<file path="src/rtl/fu_branch_pipe.sv">
// rtl/fu_branch_pipe.sv - branch/jump resolve stage with in-order result queue; BR_TARGET_CHECK_EN adds target-mismatch misprediction
module fu_branch_pipe #(
    parameter int XLEN  = 32,
    parameter int DEPTH = 4,
    parameter int TAGW  = 4
) (
    input  logic            CLK,
    input  logic            nRST,
    input  logic            flush,
    input  logic            in_valid,
    output logic            in_ready,
    input  logic [TAGW-1:0] in_tag,
    input  logic [XLEN-1:0] in_pc,
    input  logic [XLEN-1:0] in_reg_a,
    input  logic [XLEN-1:0] in_reg_b,
    input  logic [XLEN-1:0] in_imm,
    input  logic [2:0]      in_branch_type,
    input  logic [1:0]      in_j_type,
    input  logic            in_pred_taken,
    input  logic [XLEN-1:0] in_pred_target,
    output logic            res_valid,
    input  logic            res_ready,
    output logic [TAGW-1:0] res_tag,
    output logic            res_taken,
    output logic            res_miss,
    output logic [XLEN-1:0] res_correct_pc,
    output logic            res_is_jump,
    output logic [XLEN-1:0] res_link,
    output logic            btb_update,
    output logic [XLEN-1:0] btb_pc,
    output logic [XLEN-1:0] btb_target,
    output logic            btb_taken
);
    localparam int PW = $clog2(DEPTH);
    localparam logic [PW:0] FULL = (PW + 1)'(DEPTH);

    localparam logic [2:0] BT_BEQ  = 3'd0;
    localparam logic [2:0] BT_BNE  = 3'd1;
    localparam logic [2:0] BT_BLT  = 3'd2;
    localparam logic [2:0] BT_BGE  = 3'd3;
    localparam logic [2:0] BT_BLTU = 3'd4;
    localparam logic [2:0] BT_BGEU = 3'd5;

    typedef struct packed {
        logic [TAGW-1:0] tag;
        logic            taken;
        logic            miss;
        logic [XLEN-1:0] correct_pc;
        logic            is_jump;
        logic [XLEN-1:0] link;
    } entry_t;

    entry_t          mem [DEPTH];
    entry_t          res_in;
    entry_t          head_e;
    logic [PW-1:0]   head;
    logic [PW-1:0]   tail;
    logic [PW:0]     count;
    logic            cmp;
    logic [XLEN-1:0] seq_pc;
    logic [XLEN-1:0] tgt_pc;
    logic            push;
    logic            pop;
    logic            squash;
    logic            is_branch;

    assign seq_pc    = in_pc + XLEN'(4);
    assign tgt_pc    = in_pc + in_imm;
    assign is_branch = (in_j_type == 2'd0);

    always_comb begin
        cmp = 1'b0;
        case (in_branch_type)
            BT_BEQ:  cmp = (in_reg_a == in_reg_b);
            BT_BNE:  cmp = (in_reg_a != in_reg_b);
            BT_BLT:  cmp = ($signed(in_reg_a) < $signed(in_reg_b));
            BT_BGE:  cmp = !($signed(in_reg_a) < $signed(in_reg_b));
            BT_BLTU: cmp = (in_reg_a < in_reg_b);
            BT_BGEU: cmp = !(in_reg_a < in_reg_b);
            default: cmp = 1'b0;
        endcase
    end

    always_comb begin
        res_in     = '0;
        res_in.tag = in_tag;
        case (in_j_type)
            2'd0: begin
                res_in.taken      = cmp;
                res_in.correct_pc = cmp ? tgt_pc : seq_pc;
                res_in.miss       = (cmp != in_pred_taken);
`ifdef BR_TARGET_CHECK_EN
                if (cmp && (in_pred_target != tgt_pc))
                    res_in.miss = 1'b1;
`endif
            end
            2'd1, 2'd2: begin
                res_in.taken      = 1'b1;
                res_in.is_jump    = 1'b1;
                res_in.link       = seq_pc;
                res_in.correct_pc = (in_j_type == 2'd1) ? tgt_pc
                                  : ((in_reg_a + in_imm) & ~XLEN'(1));
`ifdef BR_TARGET_CHECK_EN
                res_in.miss       = (in_pred_target != res_in.correct_pc);
`endif
            end
            default: res_in.correct_pc = seq_pc;
        endcase
    end

`ifndef BR_TARGET_CHECK_EN
    logic unused_pred_target;
    assign unused_pred_target = ^in_pred_target;
`endif

    // Idle outputs read as zero so consumers never see stale entries.
    assign head_e    = (count != '0) ? mem[head] : '0;
    assign res_valid = (count != '0);
    assign squash    = res_valid && res_ready && head_e.miss;
    assign in_ready  = (count < FULL) && !flush && !squash;
    assign push      = in_valid && in_ready;
    assign pop       = res_valid && res_ready;

    assign res_tag        = head_e.tag;
    assign res_taken      = head_e.taken;
    assign res_miss       = head_e.miss;
    assign res_correct_pc = head_e.correct_pc;
    assign res_is_jump    = head_e.is_jump;
    assign res_link       = head_e.link;

    always_ff @(posedge CLK or negedge nRST) begin
        if (!nRST) begin
            head  <= '0;
            tail  <= '0;
            count <= '0;
            for (int i = 0; i < DEPTH; i++)
                mem[i] <= '0;
        end else if (flush || squash) begin
            head  <= '0;
            tail  <= '0;
            count <= '0;
        end else begin
            if (push) begin
                mem[tail] <= res_in;
                tail      <= tail + PW'(1);
            end
            if (pop)
                head <= head + PW'(1);
            count <= count + (PW + 1)'(push) - (PW + 1)'(pop);
        end
    end

    // BTB strobe is independent of flush: a registered update always fires.
    always_ff @(posedge CLK or negedge nRST) begin
        if (!nRST) begin
            btb_update <= 1'b0;
            btb_pc     <= '0;
            btb_target <= '0;
            btb_taken  <= 1'b0;
        end else begin
            btb_update <= push && is_branch;
            if (push && is_branch) begin
                btb_pc     <= in_pc;
                btb_target <= tgt_pc;
                btb_taken  <= cmp;
            end
        end
    end
endmodule

</file>
<file path="config.mk">
export PLATFORM = sky130hd
export DESIGN_NAME = fu_branch_pipe
export DESIGN_NICKNAME = d
export VERILOG_FILES = /design/src/rtl/fu_branch_pipe.sv
export SDC_FILE = /design/constraint.sdc
export NUM_CORES = 1
export LEC_CHECK = 0
export CELL_PAD_IN_SITES_DETAIL_PLACEMENT = 0
export CELL_PAD_IN_SITES_GLOBAL_PLACEMENT = 2
export CORE_MARGIN = 2
export CORE_UTILIZATION = 25
export CTS_CLUSTER_DIAMETER = 30
export CTS_CLUSTER_SIZE = 28
export DETAILED_ROUTE_END_ITERATION = 16
export HOLD_SLACK_MARGIN = 0.12
export PLACE_DENSITY_LB_ADDON = 0.1
export SLEW_MARGIN = 20
export SYNTH_ARGS = -nofsm -noshare
export SYNTH_HDL_FRONTEND = slang
export SYNTH_SLANG_ARGS = --single-unit
</file>
<file path="constraint.sdc">
create_clock -name CLK -period 3.4 [get_ports CLK]
set_input_delay 0.68 -clock CLK [delete_from_list [all_inputs] [get_ports CLK]]
set_output_delay 0.68 -clock CLK [all_outputs]
set_load 0.01 [all_outputs]
</file>
==> results.json, run 1 <==
{
  "synth-warning-count": 0,
  "clock.fmax_ghz": 0.301,
  "nNetsFinal": 3164,
  "floorplan.initialDensity": 0.253,
  "distinct_cell_type_count_of_the_synthesized_netlist": 84,
  "final_common_cell": "buf_4",
  "irDropWorstVdd_mv": 0.390,
  "yosysTopAreaCell": "dfrtp_1",
  "final_cell_mix": "buf_4 (445), nand2_1 (389), dfrtp_1 (355)",
  "final_min_period_over_clock_period": 0.976,
  "netlist.area_leader.share": 0.429,
  "post_synth_inst_count": 2137,
  "htree_levels": 3,
  "maximum_number_of_pins_on_one_net_before_global_route_repair": 100,
  "cp-end-kind": "output port",
  "critical_path_arrival_ns": 2.64,
  "status": "completed",
  "final_period_minus_worst_setup_slack_ns": 3.32,
  "cts_tree": "yes",
  "min-delay-path-class": "input pin to asynchronous set/reset pin",
  "final_area_mm2": 0.0329,
  "yosys_most_used_dff": "dfrtp_1",
  "r2r_start": "head[0]",
  "pin_count": 314,
  "ant_nets": 0,
  "global_route.overflow_total": 0,
  "cts.reportedPaths.clkPinSlew_ns": 0.04,
  "area_growth_syn_to_layout_pct": 57.8,
  "synth_edf_count": 0,
  "max_cap_violations": 0,
  "wl_um": 87100,
  "drt-pass1-iter-count": 5,
  "syn_area_mm2": 0.0208,
  "total_power_mw": 24.8,
  "worst_setup_path_start_kind": "register",
  "fp.dieW_um": 293,
  "die-area_mm2": 0.0857,
  "first_iter_violations": 945,
  "dp_hpwl_um": 67700,
  "power_leakage_nw": 15.3,
  "async_reset_ff_frac": 1.00,
  "path_class": "register to output port",
  "tritoncts_num_sinks": 357,
  "yosysSeqAreaShare": 0.429,
  "pwr_density_cell_mw_per_mm2": 755,
  "cts-root-buf": "clkbuf_16",
  "final_core_util": 0.400,
  "share_of_final_layout_standard_cells_stronger_than_drive_strength_1": 0.310,
  "drt_drc_violations_left": 0,
  "floorplan.rows": 105,
  "coreArea_mm2": 0.0822,
  "cp_data_required_time_ns": 2.72,
  "slew_viol_final": 0,
  "largest_driver_fanout_on_the_critical_path": 9,
  "grt_pass1_vias": 20418,
  "groute.usage.overall": 0.202,
  "postPlaceCellArea_mm2": 0.0281,
  "worst_slew_pin_slew_ns": 0.900,
  "dieHeight_um": 293,
  "r2r_cells": 11,
  "post_drt_via_cell_ratio": 4.74,
  "syn-mean-instance-area_um2": 9.75,
  "buffer_ports.inserted": 281,
  "worstSkewPairLatency_ns": 0.66,
  "num_vias": 19151,
  "worst_slew_margin_rel": 0.400,
  "setup-violations-final": 0,
  "cts-hold-fix-buffers": 0,
  "worst_clock_skew_ns": 0.0401,
  "clock_tree.buffer_depth": 3,
  "wl_per_cell_um": 21.6,
  "grt_first_pass_wirelength_um": 130000,
  "synth_fp_nets": 2418,
  "timing.setup.tns_ns": 0,
  "synth.area.top_cells": "dfrtp_1 (43%), mux4_2 (7.7%), nand2_1 (7.1%)",
  "synth_seq_cells": 357,
  "whs_ns": 0.0858,
  "regToRegSetupSlack_ns": 0.63,
  "routabilityCongestion": 0.801,
  "cts-buffers-inserted": 100,
  "destination_of_the_worst_register_to_register_timing_path": "count[2]",
  "antenna_found_initial": 12,
  "timing_hold_violations_final": 0
}
-- area by class of cell --
cell class	instances	area (um^2)
fill	8207	49400
multi-input combinational	1603	11900
sequential	357	8940
timing repair buffer	762	6870
clock buffer	130	2790
tap	1070	1340
clock inverter	55	763
inverter	59	221
antenna	2	5.00
-- critical path: stages (launching register included) --
cell and delay [ns]:
dfrtp_4 0.44, buf_12 0.17, buf_12 0.17, mux4_2 0.57, and2_1 0.19, clkdlybuf4s50_1 0.47
-- per-stage QoR --
stage	cells	setup slack (ns)
final	4038	0.0828
after global routing	4038	-0.0332
after CTS	4027	-0.00372
after detailed placement	3811	-1.15
after global placement	3811	-1.15
after floorplan	2137	0.110
-- kinds of logic after synthesis --
family | Yosys count | synth area share
simple gates | 711 | 0.155
xor+xnor | 83 | 0.0349
fa+ha+maj | 106 | 0.0647
mux | 132 | 0.110
flops | 357 | 0.429
buf+inv | 178 | 0.0381
compound gates | 570 | 0.169
-- flip-flops by register name, summed over array words and instances (netlist names) --
register and flops:
head 2, btb_update 1, btb_taken 1, mem 284, btb_pc 32, tail 2
btb_target 32, count 3
-- worst max path at each step --
stage	slack, ns	startpoint	depth (start not counted)	to
2_1_floorplan	0.11	in_reg_b[7]	12	mem[176]
3_3_place_gp	-1.15	in_reg_a[0]	16	mem[129]
3_5_place_dp	-1.15	in_reg_a[1]	15	mem[271]
4_1_cts	-0.004	in_reg_b[8]	13	mem[267]
5_1_grt	-0.03	in_reg_a[12]	13	mem[267]
6_report	0.08	head[0]	5	res_correct_pc[20]
-- routing by layer --
metal,global-route usage,wire length [um],vias to the layer above,share of wire
li1,-,-,9200,-
met1,0.267,39700,9395,0.46
met2,0.345,42400,445,0.49
met3,0.0296,3410,101,0.039
met4,0.0489,1440,10,0.016
met5,0,62,-,0.00071
-- what timing repair did --
action                     CTS  global route
buffers inserted            28            11
gates resized for setup    148           130
setup endpoints to repair  193           139
pin swaps                   33            42
gates cloned                 3             0
-- where the power goes --
| group | internal, mW | switching (mW) |
|---|---|---|
| clock | 6.67 | 2.97 |
| combinational | 4.40 | 4.01 |
| sequential | 5.85 | 0.917 |
| total | 16.9 | 7.90 |
-- cell usage after synthesis (16+ instances only) --
library cell	n
nor3_1	18
o21ai_0	289
nand3_1	33
nand2b_1	16
mux4_2	71
nor2_1	84
a21oi_1	77
xor2_1	33
ha_1	103
a31oi_1	28
dfrtp_1	357
inv_1	58
and3_1	22
and2_1	79
nand4_1	22
xnor2_1	50
mux2_2	57
a21o_1	37
clkbuf_1	91
nand2_1	396
(Power assumes the default switching activity.)
==> inputs of run 2 (changes only) <==
--- a/config.mk
+++ b/config.mk
@@ -9,11 +9,11 @@
 export CELL_PAD_IN_SITES_GLOBAL_PLACEMENT = 2
 export CORE_MARGIN = 2
 export CORE_UTILIZATION = 25
-export CTS_CLUSTER_DIAMETER = 30
 export CTS_CLUSTER_SIZE = 28
 export DETAILED_ROUTE_END_ITERATION = 16
-export HOLD_SLACK_MARGIN = 0.12
+export HOLD_SLACK_MARGIN = 0.15
 export PLACE_DENSITY_LB_ADDON = 0.1
+export SKIP_CTS_REPAIR_TIMING = 1
 export SLEW_MARGIN = 20
 export SYNTH_ARGS = -nofsm -noshare
 export SYNTH_HDL_FRONTEND = slang
==> run 2 against run 1 <==
  * Cell count is 2.8% lower
  * Sequential power is essentially flat
  * Register-to-register slack better by 0.02 ns
  * First-iteration DRC count increased by 7.8%
  * Fmax fell by 0.11%
  * Critical endpoint is now res_link[15]
==> results.json, run 2 (same netlist as run 1, synthesis figures left out) <==
{
  "status": "completed",
  "r2r_cells": 11,
  "critical_path.cell_chain": "buf_12 -> buf_4 -> mux4_2 -> and2_1 -> clkdlybuf4s50_1",
  "worst_clock_skew_ns": 0.0159,
  "coreArea_mm2": 0.0822,
  "min-delay-path-class": "input pin to asynchronous set/reset pin",
  "final_common_cell": "buf_4",
  "whs_ns": 0.137,
  "die-area_mm2": 0.0857,
  "power_leakage_nw": 14.5,
  "final_core_util": 0.377,
  "wl_um": 85900,
  "dp_worst_setup_slack_ns": -1.15,
  "cp-end-kind": "output port",
  "antenna_found_initial": 10,
  "timing_hold_violations_final": 0,
  "crit_path_top_delay_cell": "mux4_2",
  "fp.dieW_um": 293,
  "final_period_minus_worst_setup_slack_ns": 3.32,
  "setup-violations-final": 0,
  "grt_pass1_vias": 19326,
  "worst_slew_pin_slew_ns": 0.891,
  "buffer_ports.inserted": 281,
  "tritoncts_num_sinks": 357,
  "groute.usage.overall": 0.196,
  "max_cap_violations": 0,
  "final_cell_mix": "buf_4 (441), nand2_1 (389), dfrtp_1 (355)",
  "reg_top3": "mem (284), btb_pc (32), btb_target (32)",
  "worst_setup_path_start_kind": "register",
  "area_growth_syn_to_layout_pct": 48.7,
  "wl_per_cell_um": 21.9,
  "floorplan.rows": 105,
  "cts_tree": "yes",
  "htree_levels": 2,
  "dieHeight_um": 293,
  "slew_viol_final": 0,
  "worst_slew_margin_rel": 0.406,
  "num_vias": 18729,
  "first_iter_violations": 1019,
  "clock.fmax_ghz": 0.301,
  "grt_first_pass_wirelength_um": 126000,
  "critical_path_arrival_ns": 2.64,
  "top_register": "mem",
  "path_class": "register to output port",
  "worstSkewPairLatency_ns": 0.59,
  "floorplan.initialDensity": 0.253,
  "cts.reportedPaths.clkPinSlew_ns": 0.06,
  "critPathMaxStageDelay_ns": 0.55,
  "pin_count": 314,
  "irDropWorstVdd_mv": 0.362,
  "clock_tree.buffer_depth": 3,
  "critical-path-top-delay-family": "buffers and inverters",
  "largest_reg_flops": 284,
  "critical_path_cell_count": 5,
  "dp_hpwl_um": 67700,
  "final_min_period_over_clock_period": 0.977,
  "maximum_number_of_pins_on_one_net_before_global_route_repair": 100,
  "cp_data_required_time_ns": 2.72,
  "share_of_final_layout_standard_cells_stronger_than_drive_strength_1": 0.285,
  "cts-buffers-inserted": 46,
  "nNetsFinal": 3099,
  "routabilityCongestion": 0.801,
  "drt-pass1-iter-count": 5,
  "global_route.overflow_total": 0,
  "ant_nets": 0,
  "drt_drc_violations_left": 0,
  "post_drt_via_cell_ratio": 4.77,
  "timing.setup.tns_ns": 0,
  "largest_driver_fanout_on_the_critical_path": 11,
  "pwr_density_cell_mw_per_mm2": 649,
  "timing.final.ws_setup_ns": 0.0791,
  "cts-root-buf": "clkbuf_16",
  "critical_path_buffers_and_inverters": 3
}
-- run 2: layer usage --
layer  vias to the layer above  share of wire  GRT usage
li1                       9028              -          -
met1                      9244           0.46      0.265
met2                       370           0.49      0.336
met3                        79          0.038     0.0241
met4                         8          0.015     0.0360
met5                         -        0.00049          0
-- run 2: final timing paths --
path	start	to	slack [ns]
min in group CLK	mem[209]	mem[209]	0.47
max in group asynchronous	nRST	mem[200]	2.35
worst min-delay path	nRST	mem[220]	0.14
worst min register to register	mem[209]	mem[209]	0.47
worst max-delay path	head[0]	res_link[15]	0.08
worst max register to register	head[0]	count[2]	0.65
-- run 2: report_power, final --
| group | total, mW | leakage (nW) | internal (mW) | switching [mW] |
|---|---|---|---|---|
| clock network | 4.92 | 0.747 | 2.95 | 1.97 |
| logic | 8.43 | 9.14 | 4.43 | 4.00 |
| registers | 6.75 | 4.62 | 5.83 | 0.919 |
| total | 20.1 | 14.5 | 13.2 | 6.89 |
-- run 2: per-stage QoR --
step,std cells,total power [mW],cell area (um^2)
floorplan,2137,10.6,20800
global placement,3811,15.0,28100
detailed placement,3811,15.2,28100
CTS,3893,20.2,29600
global route,3924,21.5,31000
finish,3925,20.1,31000
-- run 2: cell type report --
type                    count  area, um^2
diodes                      3        7.51
fillers                  8324       51300
clock inverters             9         143
flip-flops and latches    357        8940
repair buffers            750        6890
well taps                1070        1340
inverters                  59         221
multi-input cells        1604       12100
clock buffers              73        1380
